## src/rtl/riscv_pkg.sv

```systemverilog
// Shared RV32 constants and memory-operation encodings.
package riscv_pkg;
    localparam int XLEN = 32;

    typedef enum logic [2:0] {
        MEM_BYTE   = 3'd0,
        MEM_HALF   = 3'd1,
        MEM_WORD   = 3'd2,
        MEM_BYTE_U = 3'd4,
        MEM_HALF_U = 3'd5
    } mem_op_e;
endpackage

```

## src/rtl/store_if.sv

```systemverilog
// Pipeline-store request side and data-memory write side of the store unit.
interface store_if;
    import riscv_pkg::*;

    logic            st_valid;
    logic            st_ready;
    logic [XLEN-1:0] st_addr;
    logic [XLEN-1:0] st_wdata;
    mem_op_e         st_op;
    logic            mem_req;
    logic            mem_gnt;
    logic [XLEN-1:0] mem_addr;
    logic [XLEN-1:0] mem_wdata;
    logic [3:0]      mem_be;
    logic            st_done;
    logic            st_fault;
    logic [XLEN-1:0] st_fault_addr;

    modport master (
        output st_valid, st_addr, st_wdata, st_op, mem_gnt,
        input  st_ready, mem_req, mem_addr, mem_wdata, mem_be,
               st_done, st_fault, st_fault_addr
    );

    modport slave (
        input  st_valid, st_addr, st_wdata, st_op, mem_gnt,
        output st_ready, mem_req, mem_addr, mem_wdata, mem_be,
               st_done, st_fault, st_fault_addr
    );
endinterface

```

## src/rtl/store_unit.sv

```systemverilog
// Aligns RV32 stores onto a word-wide memory port; >=2 cycles accept-to-done.
// One store in flight: st_ready drops while waiting for mem_gnt; faults resolve in IDLE.
module store_unit
    import riscv_pkg::*;
(
    input logic   clk,
    input logic   rst,
    store_if.slave bus
);

    typedef enum logic {
        IDLE,
        ISSUE
    } state_t;

    state_t          state;
    state_t          state_nxt;
    logic            accept;
    logic            fault;
    logic            gnt_fire;
    logic [1:0]      off;
    logic [XLEN-1:0] wdata_al;
    logic [3:0]      be_al;

    assign bus.st_ready = (state == IDLE);
    assign bus.mem_req  = (state == ISSUE);
    assign accept       = bus.st_valid && bus.st_ready;
    assign gnt_fire     = (state == ISSUE) && bus.mem_gnt;
    assign off          = bus.st_addr[1:0];

    // Lane replication lets memory ignore the offset; be selects the lanes.
    always_comb begin
        fault    = 1'b0;
        wdata_al = bus.st_wdata;
        be_al    = 4'b1111;
        case (bus.st_op)
            MEM_BYTE: begin
                wdata_al = {4{bus.st_wdata[7:0]}};
                be_al    = 4'b0001 << off;
            end
            MEM_HALF: begin
                wdata_al = {2{bus.st_wdata[15:0]}};
                be_al    = off[1] ? 4'b1100 : 4'b0011;
                fault    = off[0];
            end
            MEM_WORD: begin
                fault = (off != 2'b00);
            end
            default: begin
                fault = 1'b1;
            end
        endcase
    end

    always_comb begin
        state_nxt = state;
        case (state)
            IDLE:    if (accept && !fault) state_nxt = ISSUE;
            ISSUE:   if (bus.mem_gnt)      state_nxt = IDLE;
            default: state_nxt = IDLE;
        endcase
    end

    always_ff @(posedge clk or posedge rst) begin
        if (rst) begin
            state <= IDLE;
        end else begin
            state <= state_nxt;
        end
    end

    // Memory-side registers only load on legal acceptance, so a fault leaves them intact.
    always_ff @(posedge clk or posedge rst) begin
        if (rst) begin
            bus.mem_addr      <= '0;
            bus.mem_wdata     <= '0;
            bus.mem_be        <= '0;
            bus.st_done       <= 1'b0;
            bus.st_fault      <= 1'b0;
            bus.st_fault_addr <= '0;
        end else begin
            bus.st_done  <= gnt_fire;
            bus.st_fault <= accept && fault;
            if (accept && fault) begin
                bus.st_fault_addr <= bus.st_addr;
            end
            if (accept && !fault) begin
                bus.mem_addr  <= {bus.st_addr[XLEN-1:2], 2'b00};
                bus.mem_wdata <= wdata_al;
                bus.mem_be    <= be_al;
            end
        end
    end

endmodule

```

## src/flat_wrapper.sv

```systemverilog
// flat-port wrapper written by rule: the top's interface ports become plain ports
module store_unit_flat import riscv_pkg::*;
  (clk, rst, bus_st_valid, bus_st_addr, bus_st_wdata, bus_st_op, bus_mem_gnt, bus_st_ready, bus_mem_req, bus_mem_addr, bus_mem_wdata, bus_mem_be, bus_st_done, bus_st_fault, bus_st_fault_addr);
  store_if bus_i ();
  input logic clk;
  input logic rst;
  input wire logic [$bits(bus_i.st_valid)-1:0] bus_st_valid;
  input wire logic [$bits(bus_i.st_addr)-1:0] bus_st_addr;
  input wire logic [$bits(bus_i.st_wdata)-1:0] bus_st_wdata;
  input wire logic [$bits(bus_i.st_op)-1:0] bus_st_op;
  input wire logic [$bits(bus_i.mem_gnt)-1:0] bus_mem_gnt;
  output wire logic [$bits(bus_i.st_ready)-1:0] bus_st_ready;
  output wire logic [$bits(bus_i.mem_req)-1:0] bus_mem_req;
  output wire logic [$bits(bus_i.mem_addr)-1:0] bus_mem_addr;
  output wire logic [$bits(bus_i.mem_wdata)-1:0] bus_mem_wdata;
  output wire logic [$bits(bus_i.mem_be)-1:0] bus_mem_be;
  output wire logic [$bits(bus_i.st_done)-1:0] bus_st_done;
  output wire logic [$bits(bus_i.st_fault)-1:0] bus_st_fault;
  output wire logic [$bits(bus_i.st_fault_addr)-1:0] bus_st_fault_addr;
  assign bus_i.st_valid = bus_st_valid;
  assign bus_i.st_addr = bus_st_addr;
  assign bus_i.st_wdata = bus_st_wdata;
  assign bus_i.st_op = bus_st_op;
  assign bus_i.mem_gnt = bus_mem_gnt;
  assign bus_st_ready = bus_i.st_ready;
  assign bus_mem_req = bus_i.mem_req;
  assign bus_mem_addr = bus_i.mem_addr;
  assign bus_mem_wdata = bus_i.mem_wdata;
  assign bus_mem_be = bus_i.mem_be;
  assign bus_st_done = bus_i.st_done;
  assign bus_st_fault = bus_i.st_fault;
  assign bus_st_fault_addr = bus_i.st_fault_addr;
  store_unit u_core (.clk(clk), .rst(rst), .bus(bus_i));
endmodule
```

## config.mk

```make
export PLATFORM = sky130hd
export DESIGN_NAME = store_unit_flat
export DESIGN_NICKNAME = d
export VERILOG_FILES = /design/src/rtl/riscv_pkg.sv /design/src/rtl/store_if.sv /design/src/rtl/store_unit.sv /design/src/flat_wrapper.sv
export SDC_FILE = /design/constraint.sdc
export NUM_CORES = 1
export LEC_CHECK = 0
export CAP_MARGIN = 20
export CORE_ASPECT_RATIO = 1.75
export CORE_MARGIN = 2
export CORE_UTILIZATION = 46
export DETAILED_ROUTE_END_ITERATION = 8
export HOLD_SLACK_MARGIN = 0.03
export PLACE_DENSITY = 0.85
export SYNTH_ARGS = -nofsm -noshare
export SYNTH_HDL_FRONTEND = slang
export SYNTH_SLANG_ARGS = --single-unit
```

## constraint.sdc

```tcl
create_clock -name clk -period 7.22 [get_ports clk]
set_clock_uncertainty 0.2 [all_clocks]
set_input_delay 2.166 -clock clk [delete_from_list [all_inputs] [get_ports clk]]
set_output_delay 2.166 -clock clk [all_outputs]
set_load 0.05 [all_outputs]
```

==> reports/qor.yml <==
tightestPinTransition_ps: 919
mapped_avg_cell_area_sq_um: 15.2
ys.warnings.count: 0
rr_endpoint: "u_core.bus.st_fault_addr[6]"
timing.max_cap.violations: 0
hp-start: "u_core.bus.st_fault_addr[26]"
detailroute.wirelength.met3_um: 586
worst_slew_margin_rel_pct: 38.7
design.die.area_sq_um: 10100
cpMaxStageDelayCell: "clkdlybuf4s50_1"
synth_seq_cells: 101
p_switching_w: 0.000927
post_route_cells_drive_above_1_share_pct: 29.0
achievable-frequency_ghz: 0.199
detailroute.wirelength.met2_mm: 5.91
cts.root.buffer_cell: "clkbuf_16"
postRouteWirelength_mm: 10.5
holdBufCountCts: 0
timing.final.hold_violations: 0
rows: 46
period_minus_slack_ps: 5010
cts.clk_slew.worst_paths_ps: 60
ff2ff_path_depth: 3
grt_pass1_wl_mm: 16.8
initial_antenna_violation_count: 0
startpoint_type: "input pin"
num_io_pins: 175
part_of_the_power_in_the_clock_network_pct: 21.6
instances_no_fill: 575
static_leakage_nw: 2.64
report.power.total_w: 0.00232
critPathArrivalTime_ps: 5030
largest_buffer_count_on_any_clock_path: 2
synth.top_cells.by_area: "dfrtp_1 59%, mux2_2 29%, o21ai_0 2.5%, mux2i_1 1.9%, buf_6 1.9%"
wirelength_met1_mm: 3.61
routedWlPerCell_um: 18.2
global_route.overflow_total: 0
floorplan.initialDensity_pct: 47.1
total_power_density_per_cell_area_nw_per_um2: 363
chipHeight_um: 131
drt_pass1_iterations: 4
syn_area_sq_um: 4260
layout.core_utilization_pct: 70.6
post-place-cells: 558
setup_total_negative_slack_ps: 0
chipWidth_um: 76.7
grt_pass1_vias: 3221
num_antenna_cells: 0
routed.top_layer: "met4"
worst_path_class_setup: "input pin to flip-flop"
timing_max_transition_violations_final: 0
worstSetupEndpointType: "flip-flop"
vdd_ir_drop_max_v: 0.000277
synth-async-reset-ratio_pct: 100
synthDistinctLibCells: 21
power_frac_seq_pct: 33.5
unrepaired_setup_endpoints_after_global_routing: "no"
status: "completed"
detail-route-antenna-nets: 0
cts_setup_buffers: 0
report.final.setup_viol: 0
layout_stage_area_growth_over_the_synthesis_result_pct: 49.8
vias: 2927
pwr-share-comb_pct: 44.9
fin_crit_sh_pct: 69.4
post-route-drc-count: 0
grt_max_degree: 63
synthMostInstantiatedCell: "mux2_2"
min_delay_worst_endpoint: "u_core.bus.st_fault_addr[26]"
cts_resized: 0
p_sw_share_pct: 40.0
port_buffers: 172
ff2ff_setup_slack_ps: 4930
delay_of_the_slowest_cell_on_the_worst_path_ps: 980
worst_skew_pair.late_latency_ps: 330
cp_max_fo: 21
crit-reg2reg-launch: "u_core.bus.mem_req"
crit_chain: "clkdlybuf4s50_1 > nor3_4 > a2111oi_4 > buf_4 > mux2_2"
core_region_area_sq_um: 9040
synthesis.instances: 280
netlist_top_cells_count: "110 x mux2_2, 101 x dfrtp_1, 21 x o21ai_0"
flip_flop_cell_with_the_highest_count_after_synthesis: "dfrtp_1"
cts_buffer_count: 9
worst_hold_path.num_cells: 1
num-fill-cells: 639
cts_num_sinks: 101
dp_hpwl_mm: 7.79
drtIter0Drc: 100
critPathRequiredTime_ps: 7240
synth-edff-count: 0
synth_largest_area_cell: "dfrtp_1"
grt_util_all_layers_pct: 21.5
area_share_of_the_largest_cell_type_after_synthesis_pct: 59.4
cts_tree: "done"
final_nets: 521
internal_power_w: 0.00139
hold_path_class: "flip-flop to flip-flop"
sequential_cell_area_fraction_in_the_yosys_report_pct: 59.4
gp_congestion: 0.745
post_drt_via_cell_ratio: 5.09
h-tree-depth: 3
-- sequential cells by signal, indices dropped and copies added (netlist names) --
| name | cells |
|---|---|
| u_core.bus.mem_addr | 30 |
| u_core.bus.st_done | 1 |
| u_core.bus.st_fault | 1 |
| u_core.bus.mem_req | 1 |
| u_core.bus.mem_be | 4 |
| u_core.bus.mem_wdata | 32 |
| u_core.bus.st_fault_addr | 32 |
-- power by group through the flow --
| stage | registers (W) | logic (W) | clock network (W) |
|---|---|---|---|
| global route | 0.000792 | 0.00107 | 0.000535 |
| finish | 0.000775 | 0.00104 | 0.000500 |
| global placement | 0.000777 | 0.00103 | 0 |
| detailed placement | 0.000785 | 0.00105 | 0 |
| CTS | 0.000776 | 0.00105 | 0.000511 |
| floorplan | 0.00127 | 0.000176 | 0 |
-- per-layer routing --
| layer | vias to the layer above | GRT usage [%] |
|---|---|---|
| met2 | 105 | 39.4 |
| met3 | 25 | 5.29 |
| li1 | 1335 | - |
| met1 | 1462 | 22.3 |
| met5 | - | 0 |
| met4 | 0 | 10.8 |
-- cells in the final DEF, fill, tap and decap left out, drive strengths merged --
master         count
o21ai             23
nor3               2
nor2b              1
a21oi              1
clkinvlp           1
a2111oi            1
clkdlybuf4s50    172
inv                4
dfrtp            101
mux2             114
clkinv             1
buf                4
clkbuf            12
bufinv             2
mux2i              8
or2                1
nor2               3
nor3b              1
and2               1
conb               2
-- kinds of logic (layout without fill, tap and decap cells) --
group                  Yosys count  after routing  synth area share (%)
AO/OA/AOI/OAI                   25             25                  3.47
buffers and inverters           22            196                  3.64
flip-flops                     101            101                  59.4
multiplexers                   122            122                  32.0
other                            1              2                0.0881
AND/OR/NAND/NOR                  9              9                  1.38
-- final cells by class --
type | count | area, sq um | area share [%]
Clock inverter | 4 | 72.6 | 1.14
Timing Repair Buffer | 176 | 1780 | 28.0
Sequential cell | 101 | 2530 | 39.6
Multi-Input combinational cell | 158 | 1590 | 24.9
Tap cell | 120 | 150 | 2.35
Clock buffer | 12 | 236 | 3.71
Inverter | 4 | 17.5 | 0.275
-- per-stage QoR --
step	area, sq um	worst slack (ps)	hold slack [ps]
global route	6380	2030	314
finish	6380	2210	292
detailed placement	6040	1780	278
CTS	6350	2140	292
floorplan	4260	2210	628
global placement	6040	1810	270
-- worst max-delay path by stage --
stage	start	end	slack, ps	cells after the start
2_1_floorplan	rst	u_core.bus.mem_addr[10]	2210	1
3_3_place_gp	bus_st_op[0]	u_core.bus.st_fault_addr[13]	1810	5
3_5_place_dp	bus_st_op[0]	u_core.bus.st_fault_addr[2]	1780	5
4_1_cts	bus_st_op[0]	u_core.bus.st_fault_addr[2]	2140	5
5_1_grt	bus_st_op[0]	u_core.bus.st_fault_addr[12]	2030	5
6_report	bus_st_op[0]	u_core.bus.st_fault_addr[6]	2210	5
-- critical path, delay by kind of cell --
family | cells | cell delay [ps]
buf+inv | 2 | 1400
compound gates | 1 | 890
mux | 1 | 370
simple gates | 1 | 200
No activity file was read; power rests on OpenSTA's default activity.
